<file path="src/rtl/mmio_uart_tx.sv">
// Memory-mapped 8N1 UART transmitter with a byte FIFO, a status register and a programmable baud divisor.
// Read data is registered (one-cycle latency) and is zero for unselected addresses, so it can be OR-merged.
module mmio_uart_tx #(
  parameter logic [31:0] BASE_WORD       = 32'h42,
  parameter int          FIFO_DEPTH      = 8,
  parameter logic [15:0] DEFAULT_DIVISOR = 16'd868
) (
  input  logic        clk,
  input  logic        reset,
  input  logic [31:0] addr,
  input  logic [3:0]  wr_en,
  input  logic [31:0] data_in,
  output logic [31:0] data_out,
  output logic        tx,
  output logic        tx_done
);

  localparam int AW = $clog2(FIFO_DEPTH);
  localparam int CW = AW + 1;
  localparam logic [CW-1:0] DEPTH_C = CW'(FIFO_DEPTH);

  typedef enum logic [1:0] {S_IDLE, S_START, S_DATA, S_STOP} state_e;

  state_e        state_q, state_d;
  logic [15:0]   baud_q, baud_d;
  logic [15:0]   frame_div_q, frame_div_d;
  logic [2:0]    bit_q, bit_d;
  logic [7:0]    shift_q, shift_d;
  logic [AW-1:0] wr_ptr_q, wr_ptr_d, rd_ptr_q, rd_ptr_d;
  logic [CW-1:0] count_q, count_d;
  logic          overflow_q, overflow_d;
  logic [15:0]   divisor_q, divisor_d;
  logic [31:0]   data_out_q, data_out_d;
  logic [7:0]    fifo_q [FIFO_DEPTH];

  logic sel_data, sel_status, sel_div;
  logic push_req, push_acc, pop, baud_done, busy, fifo_empty, fifo_full;
  logic [15:0] div_eff;
  logic unused_bits;

  assign sel_data    = (addr == BASE_WORD);
  assign sel_status  = (addr == BASE_WORD + 32'd1);
  assign sel_div     = (addr == BASE_WORD + 32'd2);
  assign fifo_empty  = (count_q == '0);
  assign fifo_full   = (count_q == DEPTH_C);
  assign push_req    = sel_data & wr_en[0];
  // A full FIFO still accepts a byte when the transmitter frees a slot in the same cycle.
  assign push_acc    = push_req & (~fifo_full | pop);
  assign div_eff     = (divisor_q == 16'd0) ? 16'd1 : divisor_q;
  assign baud_done   = (baud_q == frame_div_q - 16'd1);
  assign unused_bits = ^{data_in[31:16], wr_en[3:2]};

  // State register and all other flops
  always_ff @(posedge clk) begin
    if (reset) begin
      state_q     <= S_IDLE;
      baud_q      <= '0;
      frame_div_q <= 16'd1;
      bit_q       <= '0;
      shift_q     <= '0;
      wr_ptr_q    <= '0;
      rd_ptr_q    <= '0;
      count_q     <= '0;
      overflow_q  <= 1'b0;
      divisor_q   <= DEFAULT_DIVISOR;
      data_out_q  <= '0;
    end else begin
      state_q     <= state_d;
      baud_q      <= baud_d;
      frame_div_q <= frame_div_d;
      bit_q       <= bit_d;
      shift_q     <= shift_d;
      wr_ptr_q    <= wr_ptr_d;
      rd_ptr_q    <= rd_ptr_d;
      count_q     <= count_d;
      overflow_q  <= overflow_d;
      divisor_q   <= divisor_d;
      data_out_q  <= data_out_d;
    end
  end

  always_ff @(posedge clk) begin
    if (push_acc) fifo_q[wr_ptr_q] <= data_in[7:0];
  end

  // Next-state logic for the transmit FSM; the divisor is captured when a byte is popped.
  always_comb begin
    state_d     = state_q;
    baud_d      = baud_q;
    frame_div_d = frame_div_q;
    bit_d       = bit_q;
    shift_d     = shift_q;
    pop         = 1'b0;
    case (state_q)
      S_IDLE: begin
        if (!fifo_empty) begin
          pop         = 1'b1;
          state_d     = S_START;
          shift_d     = fifo_q[rd_ptr_q];
          frame_div_d = div_eff;
          baud_d      = '0;
        end
      end
      S_START: begin
        if (baud_done) begin
          state_d = S_DATA;
          baud_d  = '0;
          bit_d   = '0;
        end else begin
          baud_d = baud_q + 16'd1;
        end
      end
      S_DATA: begin
        if (baud_done) begin
          baud_d  = '0;
          shift_d = shift_q >> 1;
          bit_d   = bit_q + 3'd1;
          if (bit_q == 3'd7) state_d = S_STOP;
        end else begin
          baud_d = baud_q + 16'd1;
        end
      end
      S_STOP: begin
        if (baud_done) begin
          baud_d = '0;
          if (!fifo_empty) begin
            pop         = 1'b1;
            state_d     = S_START;
            shift_d     = fifo_q[rd_ptr_q];
            frame_div_d = div_eff;
          end else begin
            state_d = S_IDLE;
          end
        end else begin
          baud_d = baud_q + 16'd1;
        end
      end
      default: state_d = S_IDLE;
    endcase
  end

  // FIFO bookkeeping and register writes
  always_comb begin
    wr_ptr_d   = push_acc ? wr_ptr_q + AW'(1) : wr_ptr_q;
    rd_ptr_d   = pop ? rd_ptr_q + AW'(1) : rd_ptr_q;
    count_d    = count_q;
    if (push_acc && !pop) count_d = count_q + CW'(1);
    if (!push_acc && pop) count_d = count_q - CW'(1);
    overflow_d = overflow_q;
    if (push_req && !push_acc) overflow_d = 1'b1;
    else if (sel_status && wr_en[0] && data_in[3]) overflow_d = 1'b0;
    divisor_d  = divisor_q;
    if (sel_div && wr_en[0]) divisor_d[7:0]  = data_in[7:0];
    if (sel_div && wr_en[1]) divisor_d[15:8] = data_in[15:8];
    data_out_d = '0;
    if (sel_status)
      data_out_d = {16'h0, 8'(count_q), 4'h0, overflow_q, busy, fifo_empty, fifo_full};
    else if (sel_div)
      data_out_d = {16'h0, divisor_q};
  end

  // Output logic
  always_comb begin
    tx = 1'b1;
    case (state_q)
      S_START: tx = 1'b0;
      S_DATA:  tx = shift_q[0];
      default: tx = 1'b1;
    endcase
    busy    = (state_q != S_IDLE);
    tx_done = ~busy & fifo_empty;
  end

  assign data_out = data_out_q;

endmodule

</file>
<file path="config.mk">
export PLATFORM = sky130hd
export DESIGN_NAME = mmio_uart_tx
export DESIGN_NICKNAME = d
export VERILOG_FILES = /design/src/rtl/mmio_uart_tx.sv
export SDC_FILE = /design/constraint.sdc
export NUM_CORES = 1
export LEC_CHECK = 0
export ABC_AREA = 0
export BUFFER_PORTS_ARGS = -buffer_cell sky130_fd_sc_hd__buf_2
export CAP_MARGIN = 20
export CORE_MARGIN = 8
export CORE_UTILIZATION = 62
export DETAILED_ROUTE_END_ITERATION = 6
export PLACE_DENSITY = 0.83
export REMOVE_ABC_BUFFERS = 1
export SLEW_MARGIN = 20
export SYNTH_ARGS = -nofsm -noshare
export SYNTH_HDL_FRONTEND = slang
export SYNTH_SLANG_ARGS = --single-unit
export TNS_END_PERCENT = 10
</file>
<file path="constraint.sdc">
create_clock -name clk -period 6.2 [get_ports clk]
set_input_delay 0.93 -clock clk [delete_from_list [all_inputs] [get_ports clk]]
set_output_delay 0.93 -clock clk [all_outputs]
set_load 0.005 [all_outputs]
</file>
==> impl_metrics.ini <==
[drt]
final_antenna_net_count = 0
first_pass_iters = 7
wire_per_inst_um = 19.0
route.detailed.drc = 0
first_iter_violations = 484
routed_wl_um = 17200
via_per_inst = 6.30
via_count = 5726

[yosys]
ys_seq_area_frac = 0.517
netlist.area_leader.share = 0.265
yosys-top-cells-area = edfxtp_1 27%, dfxtp_1 25%, mux4_2 5.0%, a21oi_1 4.7%, nand3_1 3.7%
synth_warnings = 0
synthArstFlopShare = 0
synthAdderAreaFrac = 0.0259
synthSimpleGateAreaFrac = 0.178
synth_mux_area_frac = 0.0698
ys_ff_latch = 155
synth.avg_cell_area_um2 = 10.5
synthesis.area_um2 = 7250
netlist_instances = 692
ys.flop_type = dfxtp_1
synth_top_family_by_area = simple AND/OR/NAND/NOR gates
synth_top_cell_by_area = edfxtp_1
synth_compound_area_frac = 0.140
synth_edf_count = 64
synth-xor-area-share = 0.0266
synth_cell_types = 62

[die]
die_w_um = 124
ioPinCount = 104
num_rows = 39
core_um2 = 11400
die_h_um = 124
die_area_um2 = 15400
start_util = 0.635

[power]
peakVddDrop_v = 0.000263
leakagePower_nw = 2.88
p_total_w = 0.00213
power_density_nw_per_um2 = 260

[critical_path]
worst_path_max_delay_cell = o31ai_2
crit_family = compound AO/OA/AOI/OAI gates
crit_path_end_kind = register
crit_type = reg2reg
crit_path_max_incr_delay_ns = 0.69
crit_arrival_ns = 4.65
cp.required_ns = 6.55
crit_path_cell_trace = or4_4, or4_1, o21ai_0, a211oi_2, o211ai_1, nor3_2, o31ai_2, ha_1, xor2_1, ha_1, a21oi_1, xor2_1, or3_1, a21oi_1
start_kind = register
worstPathBufferInverterCount = 0
crit_fanout = 10

[finish]
drive_above_1_share = 0.181
fin_cells = 909
mostFrequentLayoutCells = 90 x dfxtp_1, 69 x buf_2, 67 x a21oi_1, 64 x edfxtp_1, 54 x nand3_1
area_delta_synth_final_pct = 13.1
final_nets = 838
final_common_cell = dfxtp_1
insertedDiodeCount = 0

[clock_tree]
cts_tree = built
hold_buffers = 0
cts_buffers = 17
clk_latency_ns = 0.42
cts_resized = 0
clk_path_buf_depth = 2
cts_setup_buffers = 0
clk_pin_slew_ns = 0.06
htree_levels = 4
clock_sinks = 155
cts_root_buf = clkbuf_16

[sta]
max-slew-margin-rel = 0.311
fmax_mhz = 232
hold_violations = 0
rsz0062_at_grt = false
max_slew.worst_pin.slew_ns = 1.03
timing.final.crit_share = 0.695
setup-tns-final_ns = 0
slew_viol_final = 0
fin_crit_ns = 4.31
setup_violations = 0
fin_worst_skew_ns = 0.00677

[grt]
grt_pass1_vias = 5689
overflow = 0
grt_usage = 0.232
grt_pass1_wl_um = 27600
antenna_found_initial = 0
grt_max_degree = 81

[placed_design]
dpl.cell_count = 877
place.gp.congestion = 0.840
dp_hpwl_um = 11800
port_buffers = 69

[job]
max_cap_violations = 0

[min_path]
hold_class = reg2reg

[run_status]
status = finished, final reports clean
## sequential cells by signal, summed over array words and instances, names as in the netlist, named ones only
| register | cells |
|---|---|
| state_q | 2 |
| rd_ptr_q | 3 |
| fifo_q | 64 |
| frame_div_q | 16 |
| data_out | 16 |
| baud_q | 16 |
| shift_q | 8 |
| overflow_q | 1 |
| divisor_q | 16 |
| wr_ptr_q | 3 |
| count_q | 4 |
| bit_q | 3 |
## Yosys cell counts, types with 3 or more instances
library cell  instances
dfxtp_1              91
nand2_1              45
o21ai_0              43
mux2_2                3
clkbuf_1             28
a311oi_1             14
buf_2                 4
ha_1                 15
nor3_1               16
nor4b_1               3
or3_1                 7
xnor2_1              15
o211ai_1              3
a21oi_1              68
a22o_1                6
inv_1                13
and3b_1               3
mux2i_1              10
xor2_1                7
or4_1                 6
o31ai_1               3
a21o_1                3
nor2_1               24
nor4_1               20
and3_1                9
edfxtp_1             64
nand4_1               3
nor2b_1              10
and2_1               12
nand3b_1              5
buf_1                 4
nand3_1              54
nand2b_1             11
a41oi_1               5
mux4_2               16
a22oi_1               4
buf_4                16
## through the flow
stage / cell area, um^2 / hold slack, ns / util / setup WS [ns]
after floorplan: 7040 / 0.426 / - / 2.37
after global placement: 7640 / 0.443 / 0.670 / 2.08
after detailed placement: 7640 / 0.466 / 0.670 / 1.93
after CTS: 8180 / 0.473 / 0.717 / 1.90
after global routing: 8190 / 0.504 / 0.718 / 1.52
final: 8190 / 0.475 / 0.718 / 1.89
## cell type report
class | count | area, um^2
tap | 143 | 179
inverter | 13 | 48.8
timing repair buffer | 79 | 420
clock inverter | 13 | 106
multi-input combinational | 487 | 3260
fill | 800 | 3230
clock buffer | 19 | 433
sequential | 155 | 3740
## report_power, final
| group | switching (W) | leakage (nW) | internal (W) |
|---|---|---|---|
| Combinational | 0.0000733 | 1.31 | 0.0000342 |
| Sequential | 0.00000319 | 1.31 | 0.00106 |
| Clock | 0.000435 | 0.263 | 0.000522 |
| Total | 0.000511 | 2.88 | 0.00162 |
## logic make-up after synthesis
group           after synthesis
compound gates              166
xor+xnor                     22
fa+ha+maj                    15
buf+inv                      65
flops                       155
mux                          30
other cells                   1
simple gates                238
## per-layer routing
layer / share of wire / vias up / track usage
li1: - / 2702 / -
met1: 0.42 / 2774 / 0.276
met2: 0.50 / 228 / 0.397
met3: 0.064 / 22 / 0.0607
met4: 0.016 / 0 / 0.0825
met5: 0 / - / 0
## final timing paths
kind	from	to	slack, ns	depth (start not counted)
setup / recovery	frame_div_q[8]$_SDFFE_PP0P_	count_q[2]$_SDFFE_PP0P_	1.89	14
hold / removal	overflow_q$_SDFFE_PP0P_	overflow_q$_SDFFE_PP0P_	0.48	2
setup reg to reg	frame_div_q[8]$_SDFFE_PP0P_	count_q[2]$_SDFFE_PP0P_	1.89	14
hold reg to reg	overflow_q$_SDFFE_PP0P_	overflow_q$_SDFFE_PP0P_	0.48	2
## worst reg2reg max path: stages (launching register included)
cell and delay, ns:
dfxtp_1 0.37, or4_4 0.57, or4_1 0.41, o21ai_0 0.30, a211oi_2 0.12, o211ai_1 0.22, nor3_2 0.15, o31ai_2 0.69
ha_1 0.37, xor2_1 0.19, ha_1 0.16, a21oi_1 0.04, xor2_1 0.16, or3_1 0.32, a21oi_1 0.15
Note: power is estimated with default switching activity, not from simulation.
